--- config.mk ---
export PLATFORM = sky130hd
export DESIGN_NAME = striping_sched_flat
export DESIGN_NICKNAME = d
export VERILOG_FILES = /design/src/rtl/striping_pkg.sv /design/src/rtl/striping_sched_if.sv /design/src/rtl/stripe_credit_ctr.sv /design/src/rtl/striping_sched.sv /design/src/flat_wrapper.sv
export SDC_FILE = /design/constraint.sdc
export NUM_CORES = 1
export LEC_CHECK = 0
export CAP_MARGIN = 40
export CORE_MARGIN = 1
export CORE_UTILIZATION = 40
export DETAILED_ROUTE_END_ITERATION = 6
export GPL_ROUTABILITY_DRIVEN = 0
export PLACE_DENSITY = 0.76
export RECOVER_POWER = 25
export SYNTH_ARGS = -nofsm -noshare
export SYNTH_HDL_FRONTEND = slang
export SYNTH_SLANG_ARGS = --single-unit
--- constraint.sdc ---
create_clock -name clk_2f -period 2.1 [get_ports clk_2f]
set_input_delay 0.42 -clock clk_2f [delete_from_list [all_inputs] [get_ports clk_2f]]
set_output_delay 0.42 -clock clk_2f [all_outputs]
set_load 0.05 [all_outputs]
--- src/rtl/striping_pkg.sv ---
// Shared types and constants for the two-lane striping scheduler.
package striping_pkg;

  localparam int DATA_W    = 32;
  localparam int NUM_LANES = 2;

  // Encoding matches lane_en bit-for-bit so the mode loads directly from it.
  typedef enum logic [1:0] {
    MODE_OFF     = 2'b00,
    MODE_SINGLE0 = 2'b01,
    MODE_SINGLE1 = 2'b10,
    MODE_DUAL    = 2'b11
  } mode_e;

endpackage

--- src/rtl/striping_sched_if.sv ---
// Word stream in and the two lane outputs of the striping scheduler.
interface striping_sched_if;
  import striping_pkg::*;

  logic [DATA_W-1:0] data_in;
  logic              valid_in;
  logic              ready_in;
  logic [DATA_W-1:0] lane_0;
  logic [DATA_W-1:0] lane_1;
  logic              valid_0;
  logic              valid_1;

  modport master (
    output data_in, valid_in,
    input  ready_in, lane_0, lane_1, valid_0, valid_1
  );

  modport slave (
    input  data_in, valid_in,
    output ready_in, lane_0, lane_1, valid_0, valid_1
  );

endinterface

--- src/rtl/stripe_credit_ctr.sv ---
// Per-lane credit counter: decrements on send, increments on return,
// drops returns at a full counter and latches a sticky overflow flag.
module stripe_credit_ctr #(
  parameter int MAX_CREDITS = 4,
  parameter int CW          = $clog2(MAX_CREDITS + 1)
) (
  input  logic clk,
  input  logic rst,
  input  logic dec,
  input  logic inc,
  output logic has_credit,
  output logic ovf
);

  localparam logic [CW-1:0] FULL = CW'(MAX_CREDITS);

  logic [CW-1:0] cnt_q, cnt_d;
  logic          ovf_q, ovf_d;

  // Next count; a simultaneous send and return cancel out.
  always_comb begin
    cnt_d = cnt_q;
    ovf_d = ovf_q;
    if (inc && !dec) begin
      if (cnt_q == FULL) ovf_d = 1'b1;
      else               cnt_d = cnt_q + 1'b1;
    end else if (dec && !inc) begin
      cnt_d = cnt_q - 1'b1;
    end
  end

  // Counter and flag registers; reset refills the lane.
  always_ff @(posedge clk) begin
    if (rst) begin
      cnt_q <= FULL;
      ovf_q <= 1'b0;
    end else begin
      cnt_q <= cnt_d;
      ovf_q <= ovf_d;
    end
  end

  assign has_credit = (cnt_q != '0);
  assign ovf        = ovf_q;

endmodule

--- src/rtl/striping_sched.sv ---
// Two-lane round-robin striping scheduler with per-lane credit backpressure.
// Optional statistics counters are built when STRIPE_STATS_EN is defined.
module striping_sched import striping_pkg::*; #(
  parameter int MAX_CREDITS = 4,
  parameter int CW          = $clog2(MAX_CREDITS + 1)
) (
  input  logic                   clk_2f,
  input  logic                   reset,
  striping_sched_if.slave        bus,
  input  logic [1:0]             lane_en,
  input  logic                   credit_ret_0,
  input  logic                   credit_ret_1,
  output logic                   err_credit_ovf
`ifdef STRIPE_STATS_EN
  ,
  output logic [31:0]            words_0,
  output logic [31:0]            words_1,
  output logic [31:0]            stall_cnt
`endif
);

  mode_e                mode_q, mode_d;
  logic                 ptr_q, ptr_d;
  logic                 tgt;
  logic                 ready;
  logic                 accept;
  logic                 send_0, send_1;
  logic [NUM_LANES-1:0] has_cred;
  logic [NUM_LANES-1:0] ovf;
  logic [DATA_W-1:0]    lane_0_q, lane_0_d, lane_1_q, lane_1_d;
  logic                 valid_0_q, valid_0_d, valid_1_q, valid_1_d;

  stripe_credit_ctr #(.MAX_CREDITS(MAX_CREDITS), .CW(CW)) u_cred_0 (
    .clk(clk_2f), .rst(reset), .dec(send_0), .inc(credit_ret_0),
    .has_credit(has_cred[0]), .ovf(ovf[0])
  );

  stripe_credit_ctr #(.MAX_CREDITS(MAX_CREDITS), .CW(CW)) u_cred_1 (
    .clk(clk_2f), .rst(reset), .dec(send_1), .inc(credit_ret_1),
    .has_credit(has_cred[1]), .ovf(ovf[1])
  );

  // Target lane and ready depend only on registered state, never on valid_in.
  always_comb begin
    tgt = 1'b0;
    unique case (mode_q)
      MODE_SINGLE1: tgt = 1'b1;
      MODE_DUAL:    tgt = ptr_q;
      default:      tgt = 1'b0;
    endcase
    ready  = (mode_q != MODE_OFF) && has_cred[tgt] && !reset;
    accept = bus.valid_in && ready;
    send_0 = accept && !tgt;
    send_1 = accept && tgt;
  end

  // Pointer advances per accept in DUAL; mode reloads only at pair boundaries.
  always_comb begin
    ptr_d     = (mode_q == MODE_DUAL) ? (ptr_q ^ accept) : 1'b0;
    mode_d    = ptr_d ? mode_q : mode_e'(lane_en);
    lane_0_d  = send_0 ? bus.data_in : lane_0_q;
    lane_1_d  = send_1 ? bus.data_in : lane_1_q;
    valid_0_d = send_0;
    valid_1_d = send_1;
  end

  // Mode/pointer FSM and lane output registers.
  always_ff @(posedge clk_2f) begin
    if (reset) begin
      mode_q    <= MODE_OFF;
      ptr_q     <= 1'b0;
      lane_0_q  <= '0;
      lane_1_q  <= '0;
      valid_0_q <= 1'b0;
      valid_1_q <= 1'b0;
    end else begin
      mode_q    <= mode_d;
      ptr_q     <= ptr_d;
      lane_0_q  <= lane_0_d;
      lane_1_q  <= lane_1_d;
      valid_0_q <= valid_0_d;
      valid_1_q <= valid_1_d;
    end
  end

  assign bus.ready_in   = ready;
  assign bus.lane_0     = lane_0_q;
  assign bus.lane_1     = lane_1_q;
  assign bus.valid_0    = valid_0_q;
  assign bus.valid_1    = valid_1_q;
  assign err_credit_ovf = |ovf;

`ifdef STRIPE_STATS_EN
  logic [31:0] words_0_q, words_0_d, words_1_q, words_1_d, stall_q, stall_d;

  // Free-running wrap-around statistics.
  always_comb begin
    words_0_d = words_0_q + {31'd0, send_0};
    words_1_d = words_1_q + {31'd0, send_1};
    stall_d   = stall_q + {31'd0, (bus.valid_in && !ready)};
  end

  // Statistics registers.
  always_ff @(posedge clk_2f) begin
    if (reset) begin
      words_0_q <= '0;
      words_1_q <= '0;
      stall_q   <= '0;
    end else begin
      words_0_q <= words_0_d;
      words_1_q <= words_1_d;
      stall_q   <= stall_d;
    end
  end

  assign words_0   = words_0_q;
  assign words_1   = words_1_q;
  assign stall_cnt = stall_q;
`endif

endmodule

--- src/flat_wrapper.sv ---
// flat-port wrapper written by rule: the top's interface ports become plain ports
module striping_sched_flat import striping_pkg::*;
#(
  parameter int MAX_CREDITS = 4,
  parameter int CW          = $clog2(MAX_CREDITS + 1)
)
  (clk_2f, reset, lane_en, credit_ret_0, credit_ret_1, err_credit_ovf, bus_data_in, bus_valid_in, bus_ready_in, bus_lane_0, bus_lane_1, bus_valid_0, bus_valid_1);
  striping_sched_if bus_i ();
  input  logic clk_2f;
  input  logic reset;
  input  logic [1:0] lane_en;
  input  logic credit_ret_0;
  input  logic credit_ret_1;
  output logic err_credit_ovf;
  input wire logic [$bits(bus_i.data_in)-1:0] bus_data_in;
  input wire logic [$bits(bus_i.valid_in)-1:0] bus_valid_in;
  output wire logic [$bits(bus_i.ready_in)-1:0] bus_ready_in;
  output wire logic [$bits(bus_i.lane_0)-1:0] bus_lane_0;
  output wire logic [$bits(bus_i.lane_1)-1:0] bus_lane_1;
  output wire logic [$bits(bus_i.valid_0)-1:0] bus_valid_0;
  output wire logic [$bits(bus_i.valid_1)-1:0] bus_valid_1;
  assign bus_i.data_in = bus_data_in;
  assign bus_i.valid_in = bus_valid_in;
  assign bus_ready_in = bus_i.ready_in;
  assign bus_lane_0 = bus_i.lane_0;
  assign bus_lane_1 = bus_i.lane_1;
  assign bus_valid_0 = bus_i.valid_0;
  assign bus_valid_1 = bus_i.valid_1;
  striping_sched #(.MAX_CREDITS(MAX_CREDITS), .CW(CW)) u_core (.clk_2f(clk_2f), .reset(reset), .bus(bus_i), .lane_en(lane_en), .credit_ret_0(credit_ret_0), .credit_ret_1(credit_ret_1), .err_credit_ovf(err_credit_ovf));
endmodule
# Word level (Yosys, flattened, before mapping)
# Index checks and enable logic that the tools add are counted.
[op_classes]
add_sub_neg = 4
order_cmp = 1
eq_ne = 6
muxes = 10
bitwise = 1
n_reduce_logical = 25
[ops]
columns = ["cell", "n"]
rows = [
  ["2-to-1 mux 3 bit", 6],
  ["logical AND 1 bit", 9],
  ["AND reduction 2 bit", 4],
  ["adder 3 x 1 -> 3 bit (second input constant)", 2],
  ["== test 3 bit (second input constant)", 2],
  ["zero test 1 bit", 6],
  ["nonzero test 2 bit", 3],
  ["nonzero test 3 bit", 2],
  ["subtractor 3 x 1 -> 3 bit (second input constant)", 2],
  ["== test 2 bit (second input constant)", 2],
  ["inequality test 2 bit (second input constant)", 2],
  ["2-to-1 mux 1 bit", 3],
  ["less-than comparator 1 x 2 -> 1 bit (second input constant)", 1],
  ["case mux 1 bit (2 select lines)", 1],
  ["OR reduction 2 bit", 1],
  ["XOR 1 bit", 1],
]
[word_totals]
ff_bits = 77
in_bits = 39
output_inout_bits = 68
word_cells = 57

# Logic depth before layout (Yosys ltp)
# Gate-level depths: netlist of the first run.
[depth]
ltp_word = 12
depth_mapped = 9
mapped_depth_nobuf = 7

# Modules after synthesis
# Synthesis of the first run repeated with hierarchy kept, for this count alone.
[unflattened]
hier_cells = 327
hier_area_um2 = 3159.3
[by_module_without_submodules]
columns = ["module", "instances", "cells_per_inst", "area_each_um2"]
rows = [
  ["striping_sched", 1, 270, 2675.1],
  ["stripe_credit_ctr at u_core.u_cred_0", 1, 29, 247.7],
  ["stripe_credit_ctr at u_core.u_cred_1", 1, 28, 236.5],
]

# Worst setup path after synthesis of the first run
# OpenSTA, ideal clock, no wires.
[synth_path]
path_type = "reg2reg"
from = "register u_core.u_cred_1.cnt_q[0]"
to = "register u_core.u_cred_1.cnt_q[2]"
setup_time_ns = 0.072
arrival_ns = 2.189
required_time_ns = 2.028
path_slack_ns = -0.161
stages_incl_launch_ff = 9
path_buffers = 1
cell_sequence = "dfxtp_1 or3_1 nand4_2 clkbuf_1 nand2_1 fa_1 and3_1 mux2i_1 mux2i_1"
[synth_between]
elab_chain_cells = 11
word_cells_on_any_way = 19
classes_between = "add/sub (2); eq/ne (2); mux (5); reduce/logical (10)"
[synth_lines]
columns = ["item", "line", "rtl"]
rows = [
  ["from (decl)", "stripe_credit_ctr.sv:17", "logic [CW-1:0] cnt_q, cnt_d;"],
  ["from (signal assigned)", "stripe_credit_ctr.sv:38", "cnt_q <= cnt_d;"],
  ["nonzero test 3 bit", "stripe_credit_ctr.sv:43", "assign has_credit = (cnt_q != '0);"],
  ["2-to-1 mux 1 bit (not written as such) (2 in series)", "striping_sched.sv:51", "ready = (mode_q != MODE_OFF) && has_cred[tgt] && !reset;"],
  ["logical AND 1 bit (2 in series)", "striping_sched.sv:51", ""],
  ["logical AND 1 bit", "striping_sched.sv:52", "accept = bus.valid_in && ready;"],
  ["logical AND 1 bit", "striping_sched.sv:54", "send_1 = accept && tgt;"],
  ["zero test 1 bit", "stripe_credit_ctr.sv:24", "if (inc && !dec) begin"],
  ["logical AND 1 bit", "stripe_credit_ctr.sv:24", ""],
  ["inequality test 2 bit (no line) / nonzero test 2 bit (equally long branches)", "-", ""],
  ["AND reduction 2 bit (no line)", "-", ""],
]
# Several ways; a longest one is shown, not always the timed one. The select of a mux whose other input is x is not followed.
# A chain may end at the register's enable or synchronous reset.

# Worst setup path after layout of the first run
[layout_path]
from = "input bus_valid_in"
to = "register u_core.u_cred_0.cnt_q[1]"
[layout_between]
word_cells_on_any_way = 9
classes_between = "eq/ne (1); mux (1); reduce/logical (7)"
[layout_lines]
columns = ["item", "line", "rtl"]
rows = [
  ["from (decl)", "flat_wrapper.sv:16", "input wire logic [$bits(bus_i.valid_in)-1:0] bus_valid_in;"],
  ["logical AND 1 bit", "striping_sched.sv:52", ""],
  ["logical AND 1 bit", "striping_sched.sv:53", "send_0 = accept && !tgt;"],
  ["zero test 1 bit", "stripe_credit_ctr.sv:24", ""],
  ["logical AND 1 bit", "stripe_credit_ctr.sv:24", ""],
  ["2-to-1 mux 3 bit", "stripe_credit_ctr.sv:24", ""],
  ["named net u_core.u_cred_0.cnt_d[1]", "stripe_credit_ctr.sv:17", ""],
  ["to (signal assigned)", "stripe_credit_ctr.sv:38", ""],
  ["to (decl)", "stripe_credit_ctr.sv:17", ""],
]
# The timed path passes the listed nets, and every way through them passes these cells.

==> flow_metrics.py, run 1 <==
metrics = {
    "run_status": {
        "status": "finished, final reports clean",
    },
    "pwr": {
        "ir_drop_mv": 0.3803,
        "intPower_w": 0.002376,
        "leakage_nw": 1.525,
        "p_seq_share_pct": 48.6,
        "finalPower_w": 0.003152,
        "p_sw_w": 0.0007756,
        "clkPwrFrac_pct": 37.5,
        "pwr-share-comb_pct": 13.9,
        "powerDensity_nw_per_um2": 728.4,
        "swShare_pct": 24.61,
    },
    "drt": {
        "vias_per_cell": 4.857,
        "wire_per_inst_um": 12.65,
        "dr.pass1.iters": 4,
        "drt_wl_total_um": 7184,
        "vias": 2759,
        "drtIter0Drc": 115,
        "drc": 0,
        "ant_nets": 0,
    },
    "global_route": {
        "antenna_found_initial": 0,
        "grt_overflow": 0,
        "grt_usage_pct": 18.94,
        "grt_pass1_wl_um": 11340,
        "grt_max_degree": 82,
        "grt_pass1_vias": 2514,
    },
    "critical_path": {
        "path_cells": "clkdlybuf4s50_1 -> nand2b_1 -> a2111o_1 -> nand2_2 -> fa_1 -> nor2b_1 -> nand4_1 -> o311ai_1",
        "arrival_ns": 2.23,
        "r2r_start": "u_core.u_cred_1.cnt_q[0]",
        "path_max_fanout": 2,
        "critPathMaxStageDelay_ns": 0.48,
        "worstPathRequired_ns": 2.29,
        "reg2reg_slack_ns": 0.13,
        "crit_path_start": "bus_valid_in",
        "end_kind": "register",
        "r2r_cells": 7,
        "start_kind": "primary input",
        "cp_slowest_cell": "clkdlybuf4s50_1",
        "endpoint": "u_core.u_cred_0.cnt_q[1]",
        "worstSetupPathType": "in2reg",
        "worstReg2RegEnd": "u_core.u_cred_1.cnt_q[1]",
    },
    "layout": {
        "n_fill_cell": 664,
        "syn2layout_area_growth_pct": 45.54,
        "num-nets-final": 506,
        "diodes": 0,
        "drive_gt1_share_pct": 8.529,
        "multi_input_area_um2": 1260,
        "seq_area_um2": 1541,
    },
    "clock_tree": {
        "post-cts-setup-buffers": 0,
        "clk_latency_ns": 0.33,
        "cts_resized": 0,
        "hold_buffers": 0,
        "cts_sinks": 77,
        "cts_made_buffers": 9,
        "clockBufferDepth": 2,
        "cts_tree": "done",
        "htreeDepth": 3,
        "clkTransAtPathRegs_ns": 0.08,
        "cts_root_buf": "clkbuf_8",
    },
    "timing": {
        "finalHoldViolCount": 0,
        "fin_crit_sh_pct": 97.20,
        "timing.fmax_mhz": 489.9,
        "hold_ws_ns": 0.4529,
        "worst_slew_pin_slew_ns": 0.7966,
        "setup_viol_count_final": 0,
        "rsz0062_at_grt": "no",
        "setup_tns_ns": 0,
        "fin_skew_ns": 0.009373,
        "drv_slew": 0,
        "fin_crit_ns": 2.041,
        "relSlewSlack_pct": 46.89,
    },
    "yosys": {
        "avgSynthCellArea_um2": 8.212,
        "ys.flop_type": "dfxtp_1",
        "ys_warn_count": 0,
        "syn-num-nets": 403,
        "synth_top_cells_by_area": "dfxtp_1 52%, nand2_1 16%, a21oi_1 11%",
        "syn_inst": 362,
        "synth_edf_count": 0,
        "synth-async-reset-ratio_pct": 0,
        "synthTopCellsByCount": "130 x nand2_1, 77 x dfxtp_1, 68 x a21oi_1",
        "synth_top_area_share_pct": 51.85,
        "yosysMostFrequentCell": "nand2_1",
        "syn_area_um2": 2973,
        "yosys_register_bits": 77,
        "yosysSeqAreaShare_pct": 51.85,
        "yosysTopAreaCell": "dfxtp_1",
        "synth.distinct_cells": 38,
    },
    "flow_run": {
        "cap_violations": 0,
    },
    "hold_path": {
        "hold_path_class": "reg2reg",
    },
    "floorplanning": {
        "die-width_um": 88.21,
        "dieArea_um2": 7781,
        "initial_core_util_pct": 41.21,
        "core.rowCount": 31,
        "core_area_um2": 7214,
        "io_pins": 107,
        "fp.dieH_um": 88.21,
    },
    "placed_design": {
        "portBuffers": 106,
        "place_hpwl_um": 4888,
    },
}
## kinds of logic (layout without fill, tap and decap cells)
family	Yosys count	count (layout)	synth area share [%]
flip-flops	77	77	51.85
buffers and inverters	33	140	6.144
AO/OA/AOI/OAI	82	82	15.61
AND/OR/NAND/NOR	162	162	23.11
adder cells (fa/ha/maj)	2	2	1.347
multiplexers	4	4	1.347
XOR/XNOR	2	2	0.5893
## routing by layer
metal / share of wire [%] / vias up / global-route usage (%)
li1: - / 1396 / -
met1: 44 / 1260 / 22.50
met2: 47 / 92 / 31.05
met3: 8.0 / 11 / 5.784
met4: 1.6 / 0 / 9.531
met5: 0 / - / 0
## power by group through the flow
stage          clock (W)  sequential, W  combinational (W)
2_1_floorplan          0        0.00165           0.000178
3_3_place_gp           0        0.00156           0.000435
3_5_place_dp           0        0.00157           0.000443
4_1_cts          0.00122        0.00153           0.000445
5_1_grt          0.00128        0.00154           0.000472
6_report         0.00118        0.00153           0.000438
## through the flow
step	area [um2]	utilization, %	setup slack (ns)	cells
2_1_floorplan	2993	-	-0.03919	362
3_3_place_gp	4113	57.01	-0.2469	553
3_5_place_dp	4113	57.01	-0.2790	553
4_1_cts	4325	59.95	0.01780	568
5_1_grt	4327	59.97	0.003582	568
6_report	4327	59.97	0.05877	568
## cell type report
class / instances / area share [%]
sequential: 77 / 35.63
multi-input combinational: 252 / 29.12
timing repair buffer: 117 / 26.75
clock buffer: 10 / 3.181
tap: 99 / 2.863
clock inverter: 5 / 1.735
inverter: 8 / 0.7230
## worst min-delay path by stage
stage	startpoint	end	slack (ns)	depth (start not counted)
floorplan	u_core.u_cred_0.ovf	u_core.u_cred_0.ovf	0.45	1
global placement	u_core.bus.lane_0[27]	u_core.bus.lane_0[27]	0.44	2
detailed placement	u_core.bus.lane_1[28]	u_core.bus.lane_1[28]	0.45	2
CTS	u_core.bus.lane_0[22]	u_core.bus.lane_0[22]	0.46	2
global route	u_core.bus.lane_1[6]	u_core.bus.lane_1[6]	0.47	2
finish	u_core.bus.lane_1[8]	u_core.bus.lane_1[8]	0.45	2
## sequential cells by signal, summed over array words and instances, names as in the netlist
| name | cells |
|---|---|
| u_core.mode_q | 2 |
| u_core.ptr_q | 1 |
| u_core.u_cred_0.ovf | 1 |
| u_core.bus.valid_0 | 1 |
| u_core.u_cred_1.ovf | 1 |
| u_core.bus.lane_1 | 32 |
| u_core.u_cred_1.cnt_q | 3 |
| u_core.bus.lane_0 | 32 |
| u_core.u_cred_0.cnt_q | 3 |
| u_core.bus.valid_1 | 1 |
## worst max-delay path, delay by kind of cell
kind / cells / cell delay (ns)
adders and majority gates: 1 / 0.40
AOI/OAI and AO/OA: 2 / 0.50
buffers and inverters: 1 / 0.48
and+or+nand+nor: 4 / 0.42
## placed cells by master (no fill, tap or decap), types with 4 or more instances in the layout
cell type        Yosys  final
dfxtp_1             77     77
nand2b_1             4      4
inv_1                6      6
clkinv_2             1      4
nand3_1              5      5
mux2i_1              4      4
clkbuf_8             0     10
nor2_1               5      5
clkdlybuf4s50_1      0    101
nor2b_1              5      5
a21oi_1             68     67
buf_4                1      6
nand2_1            130    129
Power figures use the tool's default switching activity.
==> inputs of run 2 (changes only) <==
- ABC_AREA: not set -> 0
==> results of run 2 <==
Same layout as run 1: the final DEF is identical, and so are final timing and power.
==> RTL change 1, RTL diff (flow settings as in run 2) <==
Change the package constant `DATA_W` from 32 to 48.
--- a/src/rtl/striping_pkg.sv
+++ b/src/rtl/striping_pkg.sv
@@ -1,7 +1,7 @@
 // Shared types and constants for the two-lane striping scheduler.
 package striping_pkg;
 
-  localparam int DATA_W    = 32;
+  localparam int DATA_W    = 48;
   localparam int NUM_LANES = 2;
 
   // Encoding matches lane_en bit-for-bit so the mode loads directly from it.
Interface: changed (resized bus_data_in, bus_lane_0 and bus_lane_1); port bits go from 107 to 155. The function was not compared with the original's and may differ.
==> RTL change 1 against run 2 <==
Non-clock buffer count increased by 51; total power increased by 28%; critical path depth unchanged; cell count increased by 38%; routed wire length increased by 49%; sequential share of layout area increased by 1.1 points; setup slack improved by 0.023 ns; register-to-register slack got worse by 0.03 ns; final area increased by 38%; clock skew increased by 0.0052 ns; sequential cell count increased by 32; die area increased by 34%; area after synthesis increased by 35%; critical endpoint unchanged; largest cell class unchanged.
==> RTL change 1: results (changes against run 2) <==
Place
  – Port bufs: 154 (+45%)
  – DP HPWL: 7.49 mm (+53%)
  – Placement Setup Slack: -0.237 ns (+0.0424 ns)
  – Placed cell area: 0.00575 sq mm (+40%)

Global routing
  – Largest net degree at the start of global routing: 69 (-16%)
  – Vias in the first global route: 3,582 (+42%)
  – M3 GR Usage: 0.0540 (-0.00380)
  – Met1 Usage GRT: 0.259 (+0.0341)
  – Overall Global Routing Usage: 0.204 (+0.0145)
  – First-pass GRT wire length: 16.9 mm (+49%)

Route
  – Via density: 4.88 (+0.46%)
  – Avg WL per Cell: 13.7 um (+8.7%)
  – DR iter-0 viols: 130 (+13%)

Setup path
  – R2r setup slk: 0.10 ns (-0.03 ns)
  – Critical path arrival: 2.25 ns (+0.02 ns)
  – Kind of cell adding the most delay to the critical path: buffers and inverters

CTS
  – Worst skew pair latency: 0.36 ns (+0.03 ns)
  – Clock slew at reported path FFs: 0.10 ns (+0.02 ns)

Hold path
  – Hold path startpoint: u_core.bus.lane_1[9]

Outcome
  – Status: complete, no violations

Logic synthesis
  – Syn nets: 556 (+38%)
  – Post-synth top cells: nand2_1, dfxtp_1, a21oi_1
  – Netlist cell types: 37 (-2.6%)
  – Seq/Total Area, Yosys: 0.543 (+0.0248)
  – Main area contributors after synthesis: dfxtp_1, nand2_1, a21oi_1

STA
  – Crit share post-route: 0.961 (-0.0110)
  – Max-slew headroom: 0.635 (+0.166)
  – Setup Skew: 0.0146 ns (+0.00519 ns)

Power and ir drop
  – Max IR drop VDD: 362 uV (-4.8%)

Finish
  – Final net count: 701 (+39%)
  – Share of layout cells above drive strength 1: 0.0725 (-0.0128)
RTL change 1: where the power goes:
part / switching, mW / internal (mW)
registers: 0.0368 / 2.12
logic: 0.345 / 0.251
clock network: 0.693 / 0.583
total: 1.07 / 2.96
RTL change 1: repair_timing:
| action | 4_1_cts | 5_1_grt |
|---|---|---|
| pin swaps | 0 | 0 |
| setup buffers | 0 | 0 |
| endpoints found under the setup margin | 44 | 7 |
| gates resized for setup | 2 | 3 |
| cloned | 0 | 0 |
RTL change 1: worst max-delay path by stage:
stage,cells past startpoint,endpoint,start
6_report,8,u_core.u_cred_0.cnt_q[1],bus_valid_in
3_5_place_dp,8,u_core.u_cred_0.cnt_q[1],bus_valid_in
3_3_place_gp,8,u_core.u_cred_0.cnt_q[1],bus_valid_in
5_1_grt,7,u_core.u_cred_1.cnt_q[1],u_core.u_cred_1.cnt_q[0]
4_1_cts,7,u_core.u_cred_0.cnt_q[1],u_core.u_cred_0.cnt_q[0]
2_1_floorplan,8,u_core.u_cred_1.cnt_q[1],u_core.u_cred_1.cnt_q[0]
RTL change 1: layer usage:
layer  wire [um]  up-vias
met5           0        -
met4          67        0
met3         746        4
met2        5370      120
met1        4550     1776
li1            -     1911
RTL change 1: through the flow:
stage,utilization,instances,TNS [ns]
floorplan,-,499,0
global placement,0.585,765,-8.74
detailed placement,0.588,766,-10.31
CTS,0.608,781,0
global route,0.609,781,0
finish,0.609,781,0
RTL change 1: area by class of cell:
class	instances	area (sq um)
well taps	133	166
clock buffers	10	138
flip-flops and latches	109	2180
inverters	8	35.0
repair buffers	168	1700
clock inverters	5	60.1
fillers	875	3820
multi-input cells	348	1670
RTL change 1: cells by family after synthesis:
| group | synth area share |
|---|---|
| fa+ha+maj | 0.00997 |
| simple gates | 0.228 |
| mux | 0.00997 |
| flops | 0.543 |
| buf+inv | 0.0452 |
| xor+xnor | 0.00623 |
| compound gates | 0.157 |
RTL change 1: tightest hold or removal path, delay by kind of cell (launching register included):
kind	cells	cell delay, ns
AOI/OAI and AO/OA	1	0.05
DFF	1	0.32
and+or+nand+nor	1	0.05
==> RTL change 2, RTL diff (settings of run 2) <==
Without the edit above. Register the output `err_credit_ovf`, cleared by the reset; this adds one clock of latency there. The other outputs are not delayed to match.
--- a/src/rtl/striping_sched.sv
+++ b/src/rtl/striping_sched.sv
@@ -88,7 +88,13 @@
   assign bus.lane_1     = lane_1_q;
   assign bus.valid_0    = valid_0_q;
   assign bus.valid_1    = valid_1_q;
-  assign err_credit_ovf = |ovf;
+  always_ff @(posedge clk_2f) begin
+    if (reset) begin
+      err_credit_ovf <= '0;
+    end else begin
+      err_credit_ovf <= |ovf;
+    end
+  end
 
 `ifdef STRIPE_STATS_EN
   logic [31:0] words_0_q, words_0_d, words_1_q, words_1_d, stall_q, stall_d;
Formal check against the unedited RTL: not equivalent (a bounded check fails within 4 cycles, from zero or initial values and one cycle with reset high).
==> RTL change 2 against run 2 <==
Area after synthesis is 0.67% higher; setup slack better by 0.018 ns; sequential cell count is 1 higher; final area is 0.23% higher; total power is 3.8% lower; count of clock-buffer cells in the layout is 1 higher; routed wire length is 4.1% higher.
==> RTL change 2: results (changes against run 2) <==
Outcome
  – Status: complete, no violations

Finish
  – Antenna diodes: 0 (unchanged)
  – Share of layout cells above drive strength 1: 0.0821 (-0.00318)
  – Filler Cells Inserted: 675 (+1.7%)
  – Final std cells w/o fill: 574 (+1.1%)
  – Final net count: 511 (+0.99%)

CTS
  – CTS Buf Count: 9 (unchanged)
  – Maximum clock path buffer count: 2 (unchanged)
  – Resize count post-CTS: 0 (unchanged)
  – Worst skew pair latency: 0.34 ns
  – Clock root cell: clkbuf_8
  – Setup repair bufs after CTS: 0 (unchanged)
  – Clock slew at reported path FFs: 0.08 ns (about the same)

Global routing
  – Initial antenna violation count: 0 (unchanged)
  – Largest net degree at the start of global routing: 83 (+1.2%)
  – Met1 Usage GRT: 0.213 (-0.0117)
  – M3 GR Usage: 0.0597 (+0.00187)
  – Met2 Resource Use GR: 0.344 (+0.0336)
  – Vias in the first global route: 2,626 (+4.5%)
  – First-pass GRT wire length: 11.6 mm (+2.5%)
  – Overall Global Routing Usage: 0.194 (+0.00411)

Power and ir drop
  – Int Power: 2.21 mW (-7.0%)
  – Max IR drop VDD: 431 uV (+13%)
  – Leakage: 1.53 nW (+0.34%)

Hold path
  – Hold Crit Class: reg -> reg

Route
  – Avg WL per Cell: 13.0 um (+3.0%)
  – DR iter-0 viols: 87 (-24%)
  – Via count: 2,770 (+0.40%)
  – 1st-pass router iterations: 4 (unchanged)

Logic synthesis
  – Netlist cell types: 37 (-2.6%)
  – Seq/Total Area, Yosys: 0.522 (+0.00322)
  – Synth Instances: 364 (+0.55%)
  – Dominant synthesized flop cell: dfxtp_1
  – Post-synth top cells: nand2_1, dfxtp_1, a21oi_1
  – Main area contributors after synthesis: dfxtp_1, nand2_1, a21oi_1
  – Syn nets: 405 (+0.50%)
  – FFs w/ async S/R, synth: 0 (unchanged)

Place
  – Port bufs: 106 (unchanged)
  – Placement Setup Slack: -0.315 ns (-0.0358 ns)
  – Post-Place Cells: 558 (+0.90%)
  – DP HPWL: 5.17 mm (+5.8%)

Setup path
  – CP max-delay cell: fa_1
  – Kind of cell adding the most delay to the critical path: simple AND/OR/NAND/NOR gates
  – Worst path max stage delay: 0.51 ns (+0.03 ns)
  – Crit-path max FO: 4 (+2)

STA
  – Setup Skew: 0.0117 ns (+0.00234 ns)
  – Worst Max-Slew Pin Slew: 0.836 ns (+0.0395 ns)
[RTL change 2: final timing paths]
| check | from | end | depth (start not counted) | slack, ns |
|---|---|---|---|---|
| min reg2reg | u_core.bus.lane_0[4] | u_core.bus.lane_0[4] | 2 | 0.46 |
| min | u_core.bus.lane_0[4] | u_core.bus.lane_0[4] | 2 | 0.46 |
| max | u_core.u_cred_1.cnt_q[2] | u_core.u_cred_1.cnt_q[1] | 7 | 0.08 |
| max reg2reg | u_core.u_cred_1.cnt_q[2] | u_core.u_cred_1.cnt_q[1] | 7 | 0.08 |
[RTL change 2: area by class of cell]
class	count	area, sq um	area share
inverters	8	31.3	0.00721
clock buffers	11	151	0.0349
clock inverters	5	32.5	0.00750
well taps	99	124	0.0286
repair buffers	120	1180	0.271
flip-flops and latches	78	1560	0.360
multi-input cells	253	1260	0.290
[RTL change 2: cells by family after synthesis]
| family | count (synthesis) | share of synthesized area |
|---|---|---|
| AO/OA/AOI/OAI | 82 | 0.155 |
| AND/OR/NAND/NOR | 163 | 0.230 |
| multiplexers | 4 | 0.0134 |
| buffers and inverters | 33 | 0.0606 |
| adder cells (fa/ha/maj) | 2 | 0.0134 |
| flip-flops | 78 | 0.522 |
| XOR/XNOR | 2 | 0.00585 |
[RTL change 2: routing by layer]
| metal | up-vias | routed length, um |
|---|---|---|
| met1 | 1273 | 3240 |
| li1 | 1407 | - |
| met5 | - | 0 |
| met4 | 0 | 133 |
| met3 | 12 | 569 |
| met2 | 78 | 3540 |
[RTL change 2: worst min-delay path, cell delays in order, from the launching register on]
cell     delay [ns]
dfxtp_1        0.31
nand2_1        0.05
a21oi_1        0.05
[RTL change 2: power by group through the flow]
stage               clock, mW  sequential, mW  combinational (mW)
floorplan                   0            1.68               0.163
global placement            0            1.58               0.437
detailed placement          0            1.59               0.446
CTS                      1.07            1.55               0.448
global route             1.12            1.56               0.478
finish                   1.03            1.55               0.448
[RTL change 2: through the flow]
stage,hold slack [ns],cell area [sq um],util,TNS (ns)
2_1_floorplan,0.435,3010,-,-0.0338
3_3_place_gp,0.441,4160,0.573,-4.77
3_5_place_dp,0.446,4160,0.573,-6.92
4_1_cts,0.457,4340,0.598,0
5_1_grt,0.476,4340,0.598,-0.0166
6_report,0.455,4340,0.598,0
